**src/rtl/ssd_scan_bcd.sv**
```systemverilog
// Binary value -> BCD (sequential double-dabble) -> time-multiplexed seven-segment scan.
// Latency: load accepted at edge N, display/overflow update at edge N+BIN_WIDTH+1.
// Backpressure: none; a load while busy is held in a one-deep pending slot (newest wins).
// Optional: define SSD_LZ_BLANK_EN to darken leading-zero digits.
module ssd_scan_bcd #(
   parameter int NUM_DIGITS  = 4,
   parameter int BIN_WIDTH   = 16,
   parameter int REFRESH_DIV = 100000
) (
   input  logic                  clk,
   input  logic                  reset_n,
   input  logic [BIN_WIDTH-1:0]  value,
   input  logic                  load,
   output logic                  busy,
   output logic                  overflow,
   output logic [NUM_DIGITS-1:0] anode,
   output logic [6:0]            ssdOut
);

   // Scratch carries two spare nibbles so no intermediate double-dabble result is cut off.
   localparam int SCR_W  = 4 * (NUM_DIGITS + 2);
   localparam int DISP_W = 4 * NUM_DIGITS;
   localparam int CNT_W  = $clog2(BIN_WIDTH + 1);
   localparam int REF_W  = (REFRESH_DIV > 1) ? $clog2(REFRESH_DIV) : 1;
   localparam int IDX_W  = (NUM_DIGITS > 1) ? $clog2(NUM_DIGITS) : 1;

   function automatic logic [63:0] pow10(input int n);
      logic [63:0] p;
      p = 64'd1;
      for (int k = 0; k < n; k++) p = p * 64'd10;
      return p;
   endfunction

   // First value that no longer fits in NUM_DIGITS decimal digits.
   localparam logic [63:0] OVF_LIMIT = pow10(NUM_DIGITS);

   function automatic logic [6:0] seg7(input logic [3:0] nib);
      case (nib)
         4'd0:    seg7 = 7'b0000001;
         4'd1:    seg7 = 7'b1001111;
         4'd2:    seg7 = 7'b0010010;
         4'd3:    seg7 = 7'b0000110;
         4'd4:    seg7 = 7'b1001100;
         4'd5:    seg7 = 7'b0100100;
         4'd6:    seg7 = 7'b0100000;
         4'd7:    seg7 = 7'b0001111;
         4'd8:    seg7 = 7'b0000000;
         4'd9:    seg7 = 7'b0000100;
         default: seg7 = 7'b1111111;
      endcase
   endfunction

   typedef enum logic [1:0] {IDLE, SHIFT, COMMIT} stateT;

   stateT                state;
   logic [BIN_WIDTH-1:0] binReg;
   logic [SCR_W-1:0]     scratch;
   logic [CNT_W-1:0]     shiftCnt;
   logic                 ovfNext;
   logic                 pend;
   logic [BIN_WIDTH-1:0] pendVal;
   logic [DISP_W-1:0]    dispBcd;
   logic [REF_W-1:0]     refCnt;
   logic [IDX_W-1:0]     digitIdx;

   logic [BIN_WIDTH-1:0] startVal;
   logic                 startOvf;
   logic [SCR_W-1:0]     adj;
   logic [SCR_W-1:0]     scrNext;
   logic [BIN_WIDTH-1:0] binNext;
   logic [3:0]           curNib;
   logic                 curLit;
   logic [NUM_DIGITS-1:0] anodeNext;

   // Value that starts the next conversion: a same-cycle load beats the pending slot.
   always_comb begin
      startVal = load ? value : pendVal;
      startOvf = ({{(64 - BIN_WIDTH){1'b0}}, startVal} >= OVF_LIMIT);
   end

   // One double-dabble step: add 3 to nibbles >= 5, then shift {scratch, bin} left.
   always_comb begin
      adj = scratch;
      for (int k = 0; k < NUM_DIGITS + 2; k++) begin
         if (scratch[4*k +: 4] >= 4'd5) adj[4*k +: 4] = scratch[4*k +: 4] + 4'd3;
      end
      {scrNext, binNext} = {adj, binReg} << 1;
   end

   // Conversion FSM; the display register is only written in COMMIT.
   always_ff @(posedge clk or negedge reset_n) begin
      if (!reset_n) begin
         state    <= IDLE;
         busy     <= 1'b0;
         overflow <= 1'b0;
         ovfNext  <= 1'b0;
         binReg   <= '0;
         scratch  <= '0;
         shiftCnt <= '0;
         pend     <= 1'b0;
         pendVal  <= '0;
         dispBcd  <= '0;
      end else begin
         case (state)
            IDLE: begin
               if (load) begin
                  binReg   <= value;
                  scratch  <= '0;
                  ovfNext  <= startOvf;
                  shiftCnt <= '0;
                  busy     <= 1'b1;
                  state    <= SHIFT;
               end
            end
            SHIFT: begin
               scratch  <= scrNext;
               binReg   <= binNext;
               shiftCnt <= shiftCnt + 1'b1;
               if (shiftCnt == CNT_W'(BIN_WIDTH - 1)) state <= COMMIT;
               if (load) begin
                  pend    <= 1'b1;
                  pendVal <= value;
               end
            end
            COMMIT: begin
               dispBcd  <= scratch[DISP_W-1:0];
               overflow <= ovfNext;
               if (pend || load) begin
                  binReg   <= startVal;
                  scratch  <= '0;
                  ovfNext  <= startOvf;
                  shiftCnt <= '0;
                  pend     <= 1'b0;
                  state    <= SHIFT;
               end else begin
                  busy  <= 1'b0;
                  state <= IDLE;
               end
            end
            default: state <= IDLE;
         endcase
      end
   end

   // Refresh counter and digit index; the index steps each time the counter wraps.
   always_ff @(posedge clk or negedge reset_n) begin
      if (!reset_n) begin
         refCnt   <= '0;
         digitIdx <= '0;
      end else if (refCnt == REF_W'(REFRESH_DIV - 1)) begin
         refCnt   <= '0;
         digitIdx <= (digitIdx == IDX_W'(NUM_DIGITS - 1)) ? '0 : digitIdx + 1'b1;
      end else begin
         refCnt <= refCnt + 1'b1;
      end
   end

`ifdef SSD_LZ_BLANK_EN
   logic seenNz;
`endif

   // Select the current digit and decide whether its slot is lit.
   always_comb begin
      curNib    = '0;
      curLit    = 1'b0;
      anodeNext = '1;
`ifdef SSD_LZ_BLANK_EN
      seenNz    = 1'b0;
`endif
      for (int k = NUM_DIGITS - 1; k >= 0; k--) begin
`ifdef SSD_LZ_BLANK_EN
         seenNz = seenNz | (dispBcd[4*k +: 4] != 4'd0);
`endif
         if (IDX_W'(k) == digitIdx) begin
            curNib = dispBcd[4*k +: 4];
`ifdef SSD_LZ_BLANK_EN
            curLit = overflow | seenNz | (k == 0);
`else
            curLit = 1'b1;
`endif
            anodeNext[k] = ~curLit;
         end
      end
   end

   // Registered pin drivers: one cycle behind the digit index.
   always_ff @(posedge clk or negedge reset_n) begin
      if (!reset_n) begin
         anode  <= '1;
         ssdOut <= 7'b1111111;
      end else begin
         anode <= anodeNext;
         if (!curLit)       ssdOut <= 7'b1111111;
         else if (overflow) ssdOut <= 7'b1111110;
         else               ssdOut <= seg7(curNib);
      end
   end

endmodule
```
**config.mk**
```make
export PLATFORM = sky130hd
export DESIGN_NAME = ssd_scan_bcd
export DESIGN_NICKNAME = d
export VERILOG_FILES = /design/src/rtl/ssd_scan_bcd.sv
export SDC_FILE = /design/constraint.sdc
export NUM_CORES = 1
export LEC_CHECK = 0
export ABC_AREA = 0
export BUFFER_PORTS_ARGS = -buffer_cell sky130_fd_sc_hd__buf_2
export CORE_MARGIN = 3
export CORE_UTILIZATION = 55
export DETAILED_ROUTE_END_ITERATION = 10
export GPL_TIMING_DRIVEN = 0
export PLACE_DENSITY = 0.81
export REMOVE_ABC_BUFFERS = 1
export SLEW_MARGIN = 20
export SYNTH_ARGS = -nofsm -noshare
export SYNTH_HDL_FRONTEND = slang
export SYNTH_SLANG_ARGS = --single-unit
```
**constraint.sdc**
```tcl
create_clock -name clk -period 2.5 [get_ports clk]
set_input_delay 0.25 -clock clk [delete_from_list [all_inputs] [get_ports clk]]
set_output_delay 0.25 -clock clk [all_outputs]
set_load 0.01 [all_outputs]
```
# Word-level counts from Yosys, hierarchy flattened
# Memory sizes are Yosys's and may differ from the RTL's.
# Index checks and enable logic that the tools add are counted.
# op_classes
addsub	9
n_mul	0
div	0
n_lt_le_gt_ge	7
n_eq_ne	13
shift	0
muxes	44
bitwise	0
reduce_logical	11
# op_table
op	n
$pmux W24 S3	1
$mux W16	3
$mux W24	2
$pmux W16 S3	1
$mux W4	9
$ge A4 B3 Y1 const B	6
$add A4 B2 Y4 const B	5
$add A17 B1 Y17 const B	1
$eq A17 B17 Y1 const B	1
$mux W17	1
$ge A16 B14 Y1 const B	1
$pmux W5 S3	1
$mux W1	14
$mux W7	2
$reduce_and A3 Y1	4
$mux W5	2
$ne A2 B2 Y1 const B	5
$mux W2	3
$pmux W1 S2	3
$pmux W2 S3	1
$add A5 B1 Y5 const B	1
$eq A5 B4 Y1 const B	1
$eq A2 B2 Y1 const A	2
$eq A2 B2 Y1 const B	2
10 further kinds	12
# totals
reg_bits	113
latchBits	0
ramBits	0
rom_bits	112
in_bits	19
output_inout_bits	13
word_cells	99
mem_count	1
# mem_list
memory	depth	width	read_ports	rd_ports_with_merged_regs	wr	line	source
(name not given)	16	7	1	0	0	38	case (nib)

# Logic depth before layout (Yosys ltp)
# Gate-level depths: netlist of run 1.
# An unclocked memory read counts as a cell.
# logic_depth
word_depth	8
depth_mapped	11
mapped_depth_nobuf	10

# Worst setup path after synthesis of run 1
# Ideal clock, no wire load.
# synth_path
path_kind	register to register
from	register digitIdx[0]
to	register ssdOut[1]
setup_time_ps	73
arrival_ps	1900
required_time_ps	2427
slack_ps	527
path_stages_with_launch	11
path_buffers	0
period_less_slack_ps	1973
path_cell_list	dfrtp_1 inv_1 ha_1 nand2b_1 o22ai_1 a31oi_1 inv_1 ha_1 inv_1 mux2i_1 a21oi_1
# synth_via
elab_chain_len	8
word_cells_on_any_way	15
cone_classes	eq/ne: 3; mux: 10; reduce/logical: 1; memory: 1
# synth_lines
item	line	source
start: declaration	64	logic [IDX_W-1:0] digitIdx;
start signal: assignment	152	digitIdx <= (digitIdx == IDX_W'(NUM_DIGITS - 1)) ? '0 : digitIdx + 1'b1;
$eq A2 B2 Y1	174	if (IDX_W'(k) == digitIdx) begin
$mux W4 (4 in series)	174	
$mem_v2 Z16 W7	n/a	
$mux W7	194	else if (overflow) ssdOut <= 7'b1111110;
$mux W7 *	193	if (!curLit) ssdOut <= 7'b1111111;
end signal: assignment	195	else ssdOut <= seg7(curNib);
end: declaration	17	output logic [6:0] ssdOut
# Every way passes the cells marked *; elsewhere a longest branch is shown, timed or not.
# A chain may end at the register's enable or synchronous reset.

# Worst setup path after layout of run 1
# layout_path
from	register state[0]
to	register binReg[10]
# layout_via
elab_chain_len	3
word_cells_on_any_way	8
cone_classes	eq/ne: 4; mux: 1; reduce/logical: 3
# layout_lines
item	line	source
start: declaration	55	stateT state;
start signal: assignment	93	state <= IDLE;
start signal: assignment	112	state <= SHIFT;
start signal: assignment	119	if (shiftCnt == CNT_W'(BIN_WIDTH - 1)) state <= COMMIT;
$eq A2 B2 Y1, or another cell as far along	104	case (state)
$ne A2 B2 Y1 (no source line) or $reduce_bool A3 Y1 (tied branches)	n/a	
$reduce_and A3 Y1 (no source line)	n/a	
end signal: assignment	107	binReg <= value;
end signal: assignment	117	binReg <= binNext;
end signal: assignment	129	binReg <= startVal;
end: declaration	56	logic [BIN_WIDTH-1:0] binReg;
# Several ways; a longest one is shown, not always the timed one.

==> impl_metrics.yaml, run 1 <==
timing:
  fin_crit_sh_pct: 91.9
  fmax_mhz: 435
  skew_ns: 0.00794
  worstMarginPinSlew_ns: 0.722
  post-route-min-period_ns: 2.30
  finalSetupViolations: 0
  finalHoldWorstSlack_ns: 0.145
  slew_headroom_pct: 51.7
  slew_viol_final: 0
  finalHoldViolCount: 0
  rsz0062_at_grt: "no"
global_route:
  overflow: 0
  grtUsageTotal_pct: 18.8
  grt_max_degree: 83
  grt_pass1_wl_mm: 17.2
  grt_pass1_vias: 3737
  antenna_found_initial: 0
die:
  start_util_pct: 56.7
  core-area_um2: 9280
  rows: 35
  die_h_um: 104
  die_x_um: 104
  io-pin-count: 32
  fp.dieArea_um2: 10800
cells_and_area:
  nNetsFinal: 562
  fillers: 761
  final_layout_size_suffix_gt1_share_pct: 21.1
  area_delta_synth_final_pct: 10.9
  antennaDiodeCount: 0
detailed_routing:
  viasPerCell: 5.87
  drt_iter0_markers: 210
  avgRoutedWirePerCell_um: 14.8
  routed_wl_mm: 9.65
  drc: 0
  antenna_left: 0
  vias: 3821
  dr.pass1.iters: 8
worst_setup_path:
  worstPathArrival_ns: 2.57
  cp-end-kind: "register"
  cp_slowest_stage_delay_ns: 0.52
  path_max_fanout: 18
  worstSetupPathType: "register to register"
  start_kind: "register"
  crit_buf_inv: 2
  critical-path-top-delay-family: "buffers and inverters"
  crit_path_cell_trace: "inv_1, ha_1, clkinv_1, nor2_4, a222oi_1, o21ai_0"
  critical-path-slowest-cell: "nor2_4"
  cp.required_ns: 2.78
yosys:
  synth_flop_cell: "dfrtp_1"
  avgSynthCellArea_um2: 10.7
  yosysSeqAreaShare_pct: 50.2
  ys_types: 53
  async_flop_share_pct: 100
  synthCells: 492
  ys_ff_latch: 105
  yosys_warnings: 0
  synth_edf_count: 0
  syn_area_um2: 5260
clock_tree:
  clkTransAtPathRegs_ns: 0.10
  cts_num_sinks: 105
  htreeDepth: 3
  clock-root-buffer: "clkbuf_8"
  tritoncts: "done"
  clock_latency_ns: 0.37
  clock_path_buffers: 2
  cts_buffers: 9
hold_path:
  hold_path_class: "input port to register"
place:
  gp_congestion: 0.844
  dp_hpwl_mm: 6.54
  numPortBuffers: 31
run_status:
  status: "completed"
pwr:
  leakage_nw: 2.62
  pwr_density_cell_nw_per_um2: 758
  total_power_w: 0.00442
  vdd_drop_max_uv: 575
job:
  max-cap-violations: 0
-- report_power, final --
group          switching [W]  internal, W  leakage, nW  total (W)
registers           0.000222      0.00200         1.34    0.00222
clock network       0.000594     0.000505        0.108    0.00110
logic               0.000603     0.000495         1.17    0.00110
-- sequential cells by signal (all words and copies together) (netlist names) --
register	cells
pend	1
digitIdx	2
refCnt	17
state	2
scratch	16
ssdOut	7
dispBcd	16
overflow	1
busy	1
shiftCnt	5
binReg	16
ovfNext	1
pendVal	16
anode	4
-- layout by cell type (no fill, tap or decap), drive strengths merged, types with 2 or more instances in the layout --
| cell type | n |
|---|---|
| a31oi | 2 |
| a221oi | 2 |
| clkbuf | 10 |
| o31ai | 7 |
| nand4 | 4 |
| and3 | 2 |
| nand2 | 55 |
| mux2i | 3 |
| o21bai | 2 |
| dfstp | 11 |
| xor2 | 7 |
| nand2b | 10 |
| a2bb2oi | 4 |
| a21oi | 18 |
| nor3 | 6 |
| o221ai | 2 |
| o21ai | 38 |
| xnor2 | 11 |
| o22ai | 2 |
| or3 | 2 |
| o211ai | 4 |
| buf | 35 |
| nand3 | 8 |
| nor4 | 3 |
| a222oi | 14 |
| nor2b | 3 |
| a22o | 25 |
| nor2 | 28 |
| inv | 27 |
| dfrtp | 94 |
| nor3b | 3 |
| mux2 | 35 |
| ha | 26 |
| clkinv | 3 |
-- synthesized netlist by cell type (3+ instances only) --
cell | count | share of area [%]
mux2i_1 | 3 | 0.57
nand3_1 | 8 | 0.76
buf_1 | 7 | 0.50
buf_2 | 6 | 0.57
nand2_1 | 54 | 3.9
clkbuf_1 | 8 | 0.57
nand2b_1 | 10 | 1.2
o211ai_1 | 4 | 0.57
nor4_1 | 3 | 0.36
nor3b_1 | 3 | 0.43
a222oi_1 | 14 | 2.7
a2bb2oi_1 | 4 | 0.67
o21ai_0 | 37 | 3.5
nor2b_1 | 3 | 0.36
dfrtp_1 | 94 | 45
dfstp_2 | 11 | 5.5
a21oi_1 | 18 | 1.7
nor2_1 | 28 | 2.0
xnor2_1 | 11 | 1.8
nor3_1 | 6 | 0.57
xor2_1 | 7 | 1.2
a22o_1 | 25 | 4.2
o31ai_1 | 7 | 1.0
inv_1 | 24 | 1.7
nand4_1 | 4 | 0.48
mux2_2 | 35 | 7.5
ha_1 | 26 | 6.2
-- layer usage --
| metal | track usage [%] | wire, um | vias to the layer above | part of all wire, % |
|---|---|---|---|---|
| met5 | 0 | 0 | - | 0 |
| met1 | 24.8 | 4350 | 1884 | 45 |
| li1 | - | - | 1832 | - |
| met4 | 5.13 | 82 | 0 | 0.85 |
| met3 | 4.05 | 418 | 10 | 4.3 |
| met2 | 31.4 | 4810 | 95 | 50 |
-- worst paths after layout --
path / startpoint / to / slack [ns] / cells past startpoint
max: state[0] / binReg[10] / 0.20 / 6
min in group asynchronous: reset_n / refCnt[15] / 0.29 / 2
max in group asynchronous: reset_n / pendVal[1] / 1.56 / 3
min: value[13] / pendVal[13] / 0.14 / 2
min reg2reg: shiftCnt[4] / shiftCnt[4] / 0.49 / 2
max reg2reg: state[0] / binReg[10] / 0.20 / 6
-- area by class of cell --
type / count / area [um^2] / share of cell area [%]
Sequential cell: 105 / 2640 / 45.3
Multi-Input combinational cell: 340 / 2470 / 42.3
Timing Repair Buffer: 36 / 259 / 4.44
Tap cell: 129 / 161 / 2.77
Clock buffer: 10 / 138 / 2.36
Inverter: 25 / 93.8 / 1.61
Clock inverter: 6 / 73.8 / 1.27
-- cells by family after synthesis --
logic type	share of synthesized area [%]
and+or+nand+nor	11.7
AOI/OAI and AO/OA	17.2
DFF	50.2
buffers and inverters	3.64
muxes	8.06
adders and majority gates	6.18
xor gates and xnor gates	3.00
-- through the flow --
| stage | utilization (%) | setup WS (ns) | area (um^2) | instances | setup TNS, ns |
|---|---|---|---|---|---|
| floorplan | - | -2.01 | 5160 | 470 | -62.33 |
| detailed placement | 60.0 | -0.318 | 5570 | 633 | -4.23 |
| CTS | 62.5 | 0.0599 | 5800 | 650 | 0 |
| global route | 62.8 | 0.0422 | 5830 | 651 | 0 |
| global placement | 59.0 | -3.61 | 5480 | 630 | -113.13 |
| finish | 62.8 | 0.202 | 5830 | 651 | 0 |
-- timing repair --
item                                    4_1_cts  5_1_grt
hold buffers                                  1        0
buffers inserted                              0        1
pin swaps                                     0        1
gates resized for setup                       3        3
hold endpoints to repair                     23        0
endpoints found under the setup margin       15       21
Power figures use the tool's default switching activity.
==> run 2, diff against run 1 <==
Settings changed: CTS_CLUSTER_SIZE set to 16, PLACE_DENSITY 0.81 to 0.82.
==> run 2 against run 1 <==
Clock skew rose by 0.0027 ns. Worst hold slack worse by 0.0075 ns. Final cell count rose by 0.31%. Worst setup slack got worse by 0.042 ns. Clock-buffer cell count increased by 1. Largest power group unchanged. Via count is 0.86% higher. Non-clock buffer count grew 1. Cell area is 0.64% higher. Sequential share of layout area is 0.29 points lower. Critical path type unchanged.
==> impl_metrics.yaml, run 2 (synthesis results as in run 1) <==
worst_setup_path:
  cp.required_ns: 2.80
  rrSetupSlack_ns: 0.16
  worstSetupPathType: "register to register"
  cp-end-kind: "register"
  start_kind: "register"
  worstPathArrival_ns: 2.64
  path_max_fanout: 6
timing:
  post-route-min-period_ns: 2.34
  fmax_mhz: 427
  worstMarginPinSlew_ns: 0.742
  finalHoldViolCount: 0
  skew_ns: 0.0106
  finalSetupViolations: 0
  finalHoldWorstSlack_ns: 0.137
  slew_headroom_pct: 50.4
  slew_viol_final: 0
  fin_crit_sh_pct: 93.6
  rsz0062_at_grt: "no"
  tns_ns: 0
  timing.final.ws_setup_ns: 0.160
cells_and_area:
  area_delta_synth_final_pct: 11.6
  antennaDiodeCount: 0
  final_util_pct: 63.2
  fillers: 722
  final_cells: 653
  nNetsFinal: 564
  final_common_cell: "dfrtp_1"
  largest_reg_flops: 17
  top_register: "refCnt"
  final_cell_mix: "dfrtp_1, nand2_1, o21ai_0, mux2_2, buf_2"
  final_layout_size_suffix_gt1_share_pct: 21.2
pwr:
  internal-power_w: 0.00317
  pwr_density_cell_nw_per_um2: 781
  share_comb_of_total_power_pct: 24.6
  power_switching_w: 0.00142
  leakage_nw: 2.63
  clkPwrFrac_pct: 26.9
  switching_share_pct: 30.9
  vdd_drop_max_uv: 583
  pwr-share-seq_pct: 48.5
global_route:
  overflow: 0
  grt_max_degree: 82
  grt_pass1_vias: 3819
  grt_pass1_wl_mm: 17.6
  antenna_found_initial: 0
  grtUsageTotal_pct: 19.6
  gr-max-usage-layer: "met2"
  met2_usage_pct: 33.2
  grt_use_met3_pct: 4.61
  met1_usage_pct: 25.1
detailed_routing:
  drt_iter0_markers: 220
  drc: 0
  avgRoutedWirePerCell_um: 15.5
  routed_wl_mm: 10.1
  dr.pass1.iters: 5
  viasPerCell: 5.90
  antenna_left: 0
  vias: 3854
place:
  gp_congestion: 0.869
  numPortBuffers: 31
  post-place-ws_ns: -0.340
  place_inst: 632
  dp_hpwl_mm: 6.67
die:
  start_util_pct: 56.7
  rows: 35
  fp.dieArea_um2: 10800
  die_h_um: 104
  die_x_um: 104
  io-pin-count: 32
  core-area_um2: 9280
clock_tree:
  cts_num_sinks: 105
  clock-root-buffer: "clkbuf_8"
  cts_buffers: 9
  tritoncts: "done"
  htreeDepth: 3
  clkTransAtPathRegs_ns: 0.10
  clock_latency_ns: 0.37
  clock_path_buffers: 2
job:
  max-cap-violations: 0
run_status:
  status: "completed"
hold_path:
  hold_path_class: "input port to register"
run 2: changes by cell type in the layout (fill, tap and decap cells not counted), sizes merged:
cell	before	now
bufinv	1	3
inv	27	25
buf	35	36
clkbuf	10	11
clkinv	3	2
o21bai	2	3
run 2: routing by layer:
| layer | routed length [um] | vias to the layer above |
|---|---|---|
| met5 | 0 | - |
| met4 | 125 | 0 |
| met3 | 392 | 11 |
| met2 | 5010 | 76 |
| met1 | 4580 | 1933 |
| li1 | - | 1834 |
run 2: layout make-up:
cell class,instances,area (um^2),area share [%]
clock buffer,11,131,2.24
clock inverter,5,104,1.77
inverter,25,93.8,1.60
multi-input combinational,341,2490,42.5
sequential,105,2640,45.0
tap,129,161,2.75
timing repair buffer,37,245,4.18
run 2: metrics by stage:
step	instance area [um^2]	total power [W]
after detailed placement	5550	0.00332
after floorplan	5160	0.00297
after global placement	5480	0.00322
after global routing	5870	0.00487
final	5870	0.00458
after CTS	5840	0.00459
run 2: worst paths after layout:
kind                        startpoint         end  cells past startpoint
min reg2reg                 binReg[12]  binReg[12]                      2
max                        digitIdx[1]   ssdOut[1]                     10
min in group asynchronous      reset_n   refCnt[4]                      2
max in group asynchronous      reset_n  refCnt[13]                      3
min                           value[2]  pendVal[2]                      2
max reg2reg                digitIdx[1]   ssdOut[1]                     10
run 2: timing repair:
item / 4_1_cts / 5_1_grt
setup buffers: 1 / 2
hold buffers: 1 / 0
setup endpoints to repair: 33 / 27
endpoints found under the hold margin: 24 / 0
resized for setup: 4 / 4
gates cloned: 1 / 0
pin swaps: 1 / 1
run 2: critical path, cell delays in order, from the launching register on:
cell	delay (ns)
dfrtp_1	0.42
inv_1	0.13
ha_1	0.24
nand2b_1	0.29
o22ai_1	0.16
a31oi_2	0.33
inv_1	0.18
ha_1	0.22
inv_1	0.09
mux2i_1	0.08
a21oi_1	0.14
run 2: power groups by stage:
stage          sequential [W]  clock [W]  combinational (W)
2_1_floorplan         0.00219          0           0.000787
3_3_place_gp          0.00223          0           0.000992
3_5_place_dp          0.00225          0            0.00108
4_1_cts               0.00222    0.00126            0.00111
5_1_grt               0.00226    0.00134            0.00128
6_report              0.00222    0.00123            0.00113
